==> config.mk <==
export PLATFORM = sky130hd
export DESIGN_NAME = forwarding_scoreboard
export DESIGN_NICKNAME = d
export VERILOG_FILES = /design/src/rtl/cpu_types_pkg.sv /design/src/rtl/fwd_port_match.sv /design/src/rtl/forwarding_scoreboard.sv
export SDC_FILE = /design/constraint.sdc
export NUM_CORES = 1
export LEC_CHECK = 0
export CORE_UTILIZATION = 49
export DETAILED_ROUTE_END_ITERATION = 8
export PLACE_DENSITY = 0.82
export SLEW_MARGIN = 15
export SYNTH_ARGS = -nofsm -noshare
export SYNTH_HDL_FRONTEND = slang
export SYNTH_SLANG_ARGS = --single-unit
==> constraint.sdc <==
create_clock -name CLK -period 3.3 [get_ports CLK]
set_input_delay 0.33 -clock CLK [delete_from_list [all_inputs] [get_ports CLK]]
set_output_delay 0.33 -clock CLK [all_outputs]
set_load 0.01 [all_outputs]
==> src/rtl/cpu_types_pkg.sv <==
// Shared CPU datapath types: register/data width defaults and the
// forwarding-scoreboard entry that tracks one in-flight register write.
package cpu_types_pkg;

  localparam int DEF_DW = 32;
  localparam int DEF_RW = 5;

  typedef struct packed {
    logic              valid;
    logic [DEF_RW-1:0] dst;
    logic [DEF_DW-1:0] data;
    logic              data_ok;
  } fwd_entry_t;

endpackage

==> src/rtl/fwd_port_match.sv <==
// Per-read-port priority search over the tracked older stages; the youngest
// matching producer wins and decides forward / bypass-load / stall.
module fwd_port_match
  import cpu_types_pkg::*;
#(
  parameter int DEPTH = 2,
  parameter int DW    = DEF_DW,
  parameter int RW    = DEF_RW
) (
  input  fwd_entry_t        entries [DEPTH],
  input  logic [RW-1:0]     rd_addr,
  input  logic              ld_valid,
  input  logic [DW-1:0]     ld_data,
  output logic              fwd_en,
  output logic [DW-1:0]     fwd_data,
  output logic              stall_req
);

  logic       found;
  logic       win_is_e1;
  fwd_entry_t win;

  // NOTE: every combinational output gets a default first so no path leaves
  // a signal unassigned, which would otherwise infer a latch.
  always_comb begin
    found     = 1'b0;
    win       = '0;
    win_is_e1 = 1'b0;
    fwd_en    = 1'b0;
    fwd_data  = '0;
    stall_req = 1'b0;

    // Walk oldest to youngest so the youngest match overwrites the others.
    for (int k = DEPTH - 1; k >= 0; k--) begin
      if (entries[k].valid && (entries[k].dst == rd_addr) && (rd_addr != '0)) begin
        found     = 1'b1;
        win       = entries[k];
        win_is_e1 = (k == 0);
      end
    end

    if (found) begin
      if (win.data_ok) begin
        fwd_en   = 1'b1;
        fwd_data = win.data;
      end else if (win_is_e1 && ld_valid) begin
        fwd_en   = 1'b1;
        fwd_data = ld_data;
      end else begin
        stall_req = 1'b1;
      end
    end
  end

endmodule

==> src/rtl/forwarding_scoreboard.sv <==
// Tracks the last DEPTH register producers behind EX and resolves operand
// forwarding and load-use stalls for NPORT consumer read ports.
module forwarding_scoreboard
  import cpu_types_pkg::*;
#(
  parameter int DW    = DEF_DW,
  parameter int RW    = DEF_RW,
  parameter int NPORT = 2,
  parameter int DEPTH = 2
) (
  input  logic                      CLK,
  input  logic                      nRST,
  input  logic                      advance,
  input  logic                      flush,
  input  logic                      prod_wen,
  input  logic [RW-1:0]             prod_dst,
  input  logic                      prod_is_load,
  input  logic [DW-1:0]             prod_data,
  input  logic                      ld_valid,
  input  logic [DW-1:0]             ld_data,
  input  logic [NPORT-1:0][RW-1:0]  rd_addr,
  output logic [NPORT-1:0]          fwd_en,
  output logic [NPORT-1:0][DW-1:0]  fwd_data,
  output logic                      stall,
  output logic [31:0]               stall_cnt
);

  fwd_entry_t       ent_q [DEPTH];
  fwd_entry_t       ent_d [DEPTH];
  logic [NPORT-1:0] port_stall;
  logic             shift;
  logic             ld_fill;

  assign stall   = |port_stall;
  assign shift   = advance & ~stall;
  assign ld_fill = ld_valid & ent_q[0].valid & ~ent_q[0].data_ok;

  always_comb begin
    ent_d = ent_q;
    if (shift) begin
      ent_d[0] = '{valid:   prod_wen & ~flush & (prod_dst != '0),
                   dst:     prod_dst,
                   data:    prod_data,
                   data_ok: ~prod_is_load};
      for (int k = 1; k < DEPTH; k++) begin
        ent_d[k] = ent_q[k-1];
        // A load returning as its entry moves on lands in the next stage.
        if (k == 1 && ld_fill) begin
          ent_d[k].data    = ld_data;
          ent_d[k].data_ok = 1'b1;
        end
      end
    end else if (ld_fill) begin
      ent_d[0].data    = ld_data;
      ent_d[0].data_ok = 1'b1;
    end
  end

  // NOTE: sequential state uses non-blocking assignments only, so every
  // register samples pre-edge values regardless of statement order.
  always_ff @(posedge CLK) begin
    if (!nRST) begin
      // NOTE: the entry array is small control state, so it is fully cleared
      // on reset rather than left uninitialised like a RAM would be.
      for (int k = 0; k < DEPTH; k++) ent_q[k] <= '0;
      stall_cnt <= '0;
    end else begin
      ent_q <= ent_d;
      if (stall && (stall_cnt != '1)) stall_cnt <= stall_cnt + 32'd1;
    end
  end

  for (genvar p = 0; p < NPORT; p++) begin : g_port
    fwd_port_match #(
      .DEPTH (DEPTH),
      .DW    (DW),
      .RW    (RW)
    ) u_match (
      .entries   (ent_q),
      .rd_addr   (rd_addr[p]),
      .ld_valid  (ld_valid),
      .ld_data   (ld_data),
      .fwd_en    (fwd_en[p]),
      .fwd_data  (fwd_data[p]),
      .stall_req (port_stall[p])
    );
  end

endmodule
==> impl.org <==
** Drt
- Using the TritonRoute via totals, the vias-per-cell ratio works out to 5.989.
- Mean routed wirelength per cell :: ~17 um
- The first detailed-routing pass ran for 5 iterations.
- After the first detailed-routing iteration, the DRC count stood at 760.
- The routed layout has between 7000 and 8000 vias.
- Final Routed Wirelength :: about 21000 um
- The detail route stage leaves a number of antenna-violating nets equal to 0.
- For this run, design rule violations remaining after detail routing come to 0.

** Logic synthesis
- The share of the Yosys chip area taken by registers is 0.3374.
- In the synthesized netlist the dominant register cell turns out to be sky130_fd_sc_hd__dfxtp_1.
- Synth cell types :: 45
- Flops & latches, synth :: 110
- Number of cells produced by synthesis :: ~900
- The number of nets in the synthesized netlist is between 900 and 1000.
- During synthesis, Yosys emitted a total of 0 warnings.
- EDFF count, synth :: 0
- After synthesis, the share of flip-flops with an asynchronous set or reset is 0.
- The synthesized netlist occupies a cell area of 0.006526 mm2.
- Average size of a mapped cell :: between 7 and 8 um2

** Timing
- Worst Hold Slack :: slightly below 0.5 ns
- Slack of the critical path :: ~0.099 ns
- The final number of hold-violating endpoints was 0.
- Of the available clock period, the critical path in the final layout requires 0.9700.
- Slew headroom :: 0.5059
- Setup skew after layout :: a little under 0.009 ns
- Setup repair after global routing could not meet its margin everywhere.
- Setup-failing EPs final :: 0
- Highest Clock Rate :: about 0.31 GHz
- For the finished layout, the period the worst path requires is 3.201 ns.
- The final-report max-slew violation count came to 0.
- At the pin with the least slew margin, the transition time is about 0.74 ns.

** Critical path
- Critical Path Max Stage Delay :: about 0.59 ns
- Capturing point of the worst reg2reg path :: ent_q[62]
- The worst setup path is of the input pin to primary output kind.
- Count of buffering cells on the critical path with inverters included :: 4
- Cell repeated most along the worst path :: sky130_fd_sc_hd__clkdlybuf4s50_1
- For the worst setup path, the data required time is between 2 and 3 ns.
- Number of cells on the worst reg-to-reg path :: 10
- The critical path starts at rd_addr[5].
- Cell depth of the worst setup path :: 9
- STA puts the critical path data arrival time at about 2.9 ns.
- The critical path goes through clkdlybuf4s50_1 > xnor2_1 > nand4_1 > or4_1 > buf_4 > a2bb2oi_2 > o21a_1 > inv_1 > clkdlybuf4s50_1.
- Among cell families on the critical path, the largest total delay comes from buffers and inverters.
- Slowest library cell on the worst path :: sky130_fd_sc_hd__clkdlybuf4s50_1
- The worst setup path is launched from an input pin.
- FF-to-FF setup slack :: a little over 0.6 ns
- In this run the worst path has a maximum fanout of 3.
- The worst setup path is captured at a primary output.
- Worst flop-to-flop path startpoint :: ent_q[33]

** Placement
- Counting tap cells, the placed design contains a total of 1208 instances.
- Summed over all nets, the half-perimeter wirelength after detailed placement is approximately 14000 um.
- Final Wtd Congestion :: about 0.87
- Cell area reported after detailed placement :: 0.008831 mm2
- Worst Setup Slack post-DPL :: -0.3267 ns
- In this run the tool buffered the top-level ports with 184 buffer cells.

** Clocking
- Clk buf depth :: 2
- TritonCTS built the clock tree.
- TritonCTS buffer count :: 9
- H-tree level count :: 3
- The tree is rooted in a sky130_fd_sc_hd__clkbuf_16.
- Buffers inserted to repair hold after CTS numbered 0.
- The clock net in this run drives a total of 110 sinks.
- Reg clk slew, reported paths :: ~0.07 ns
- At the later pin of the worst-skew pair, clock insertion delay measures between 0.3 and 0.4 ns.

** Layout
- Finished layout cell area :: around 0.0092 mm2
- Of the cells placed in the final design, the portion with a size suffix greater than 1 is 0.09203.
- Relative to the synthesized area, the layout overhead comes to 40.70%.
- After the last flow step, the layout net total stands at about 1100.
- The number of antenna diodes in the final layout is 0.
- Filler Cells Inserted :: roughly 1100
- Final std cells w/o fill :: ~1200

** Floorplan
- Core region area :: 0.01282 mm2
- Number of core rows :: 41
- For this configuration, the core starts out at a cell density of 0.5089.
- In this run the vertical extent of the chip is ~120 um.
- I/O pin count :: 185
- Horizontal extent of the die :: 117.4 um
- Full die area :: approximately 0.014 mm2

** Global route
- The number of global-route vias before repair is between 6000 and 7000.
- Entering global routing, the biggest net connects 57 pins.
- For this run, the total global-route usage over all layers was measured as 0.3015.
- The initial antenna violation count was 0.
- Congestion Overflow GR :: 0
- Wire length of the first global-routing pass :: between 30000 and 40000 um

** Run status
- The flow ran to the end, and the final reports show no timing, DRC or antenna violations.

** Worst hold path
- Min-Delay Startpoint :: stall_cnt[26]
- Endpoint, Worst Hold :: stall_cnt[26]
- Hold Path Stages :: 2
- The worst hold path belongs to the class flop to flop.

** Power
- In this run the power density over the cells is ~320 mW/mm2.
- Worst vdd ir :: roughly 0.23 mV
- The completed layout was analyzed and its total power is 2920 uW.
- P_leak :: 0.003673 uW

** Flow run
- Max-cap violations in this run came to 0.
cell usage in the layout, fill, tap and decap left out, types with 3 or more instances in the layout:
cell type	netlist	final
sky130_fd_sc_hd__dlymetal6s2s_1	0	4
sky130_fd_sc_hd__or4_1	16	16
sky130_fd_sc_hd__a311oi_1	63	56
sky130_fd_sc_hd__o211ai_1	4	4
sky130_fd_sc_hd__or3_1	7	5
sky130_fd_sc_hd__nand4_1	9	9
sky130_fd_sc_hd__and2_1	3	3
sky130_fd_sc_hd__o21ai_0	15	15
sky130_fd_sc_hd__dlygate4sd2_1	0	60
sky130_fd_sc_hd__a211oi_1	65	65
sky130_fd_sc_hd__and3_1	6	6
sky130_fd_sc_hd__nor2_1	141	140
sky130_fd_sc_hd__a21oi_1	22	20
sky130_fd_sc_hd__inv_1	9	8
sky130_fd_sc_hd__dfxtp_1	110	110
sky130_fd_sc_hd__xnor2_1	16	16
sky130_fd_sc_hd__xor2_1	4	4
sky130_fd_sc_hd__clkbuf_16	0	9
sky130_fd_sc_hd__nor4b_1	5	5
sky130_fd_sc_hd__nand2_1	174	173
sky130_fd_sc_hd__o31ai_1	13	13
sky130_fd_sc_hd__nor4_1	10	10
sky130_fd_sc_hd__buf_4	3	43
sky130_fd_sc_hd__clkdlybuf4s50_1	0	118
sky130_fd_sc_hd__nand2b_1	14	14
sky130_fd_sc_hd__nand3_1	21	21
sky130_fd_sc_hd__clkinvlp_4	0	3
sky130_fd_sc_hd__mux2i_1	47	47
sky130_fd_sc_hd__buf_12	0	11
sky130_fd_sc_hd__a311oi_2	0	7
cell families (layout without fill, tap and decap cells):
group	after synthesis	in the layout	synth area share
xor gates and xnor gates	20	20	0.02684
AOI/OAI and AO/OA	190	190	0.2180
muxes	48	48	0.07381
and+or+nand+nor	417	417	0.2847
adders and majority gates	1	1	0.001917
buffers and inverters	88	268	0.05732
DFF	110	110	0.3374
flip-flops by register name, summed over array words and instances (netlist names):
| register | flops |
|---|---|
| stall_cnt | 32 |
| ent_q | 78 |
tightest hold or removal path, delay by kind of cell, from the launching register on:
family	cells	cell delay (ns)
DFF	1	0.33
muxes	1	0.06
and+or+nand+nor	1	0.06
timing repair:
action                                  CTS  global route
setup buffers                             1             0
gates cloned                              1             0
gates resized for setup                  75            13
pin swaps                                 0             3
endpoints found under the setup margin   64             7
endpoints found under the hold margin     0             0
per-stage QoR:
| stage | setup TNS (ns) | util |
|---|---|---|
| floorplan | 0 | - |
| global placement | -6.416 | 0.6886 |
| detailed placement | -9.587 | 0.6886 |
| CTS | 0 | 0.7119 |
| global route | -0.007550 | 0.7160 |
| finish | 0 | 0.7160 |
synthesized netlist by cell type (3+ instances only):
cell,count,area (um2)
sky130_fd_sc_hd__nand2_1,174,653.1
sky130_fd_sc_hd__xor2_1,4,35.03
sky130_fd_sc_hd__clkbuf_1,60,225.2
sky130_fd_sc_hd__or4_1,16,120.1
sky130_fd_sc_hd__nor3_1,3,15.01
sky130_fd_sc_hd__nand2b_1,14,87.58
sky130_fd_sc_hd__inv_1,9,33.78
sky130_fd_sc_hd__a211oi_1,65,488.0
sky130_fd_sc_hd__mux2i_1,47,470.5
sky130_fd_sc_hd__nand3_1,21,105.1
sky130_fd_sc_hd__or3_1,7,43.79
sky130_fd_sc_hd__buf_2,7,35.03
sky130_fd_sc_hd__nor4_1,10,62.56
sky130_fd_sc_hd__nor2_1,141,529.3
sky130_fd_sc_hd__and2_1,3,18.77
sky130_fd_sc_hd__nand4_1,9,56.30
sky130_fd_sc_hd__a21oi_1,22,110.1
sky130_fd_sc_hd__xnor2_1,16,140.1
sky130_fd_sc_hd__dfxtp_1,110,2202
sky130_fd_sc_hd__buf_4,3,22.52
sky130_fd_sc_hd__o211ai_1,4,30.03
sky130_fd_sc_hd__and3_1,6,37.54
sky130_fd_sc_hd__buf_1,5,18.77
sky130_fd_sc_hd__a311oi_1,63,551.8
sky130_fd_sc_hd__o21ai_0,15,75.07
sky130_fd_sc_hd__nor4b_1,5,43.79
sky130_fd_sc_hd__buf_6,3,33.78
sky130_fd_sc_hd__o31ai_1,13,97.59
worst max-delay path by stage:
stage	end
after floorplan	fwd_data[33]
after global placement	fwd_data[34]
after detailed placement	fwd_data[34]
after CTS	fwd_data[2]
after global routing	fwd_data[40]
final	stall
final cells by class:
cell class	instances	area, um2	share of cell area
tap	172	215.2	0.02344
sequential	110	2202	0.2398
clock inverter	6	47.55	0.005178
timing repair buffer	243	2405	0.2619
multi-input combinational	676	4050	0.4411
inverter	9	33.78	0.003679
clock buffer	10	229.0	0.02494
layer usage:
layer,wire [um],share of wire,up-vias,global-route usage
li1,-,-,3499,-
met1,9057,0.43,3410,0.3963
met2,9856,0.47,381,0.4996
met3,1716,0.081,53,0.04475
met4,537,0.025,0,0.1080
met5,0,0,-,0
where the power goes:
group          total (uW)  switching (uW)  internal, uW
combinational         439             223           216
clock                1040             518           519
sequential           1440            54.3          1390
total                2920             795          2130
Note: power is estimated with default switching activity, not from simulation.
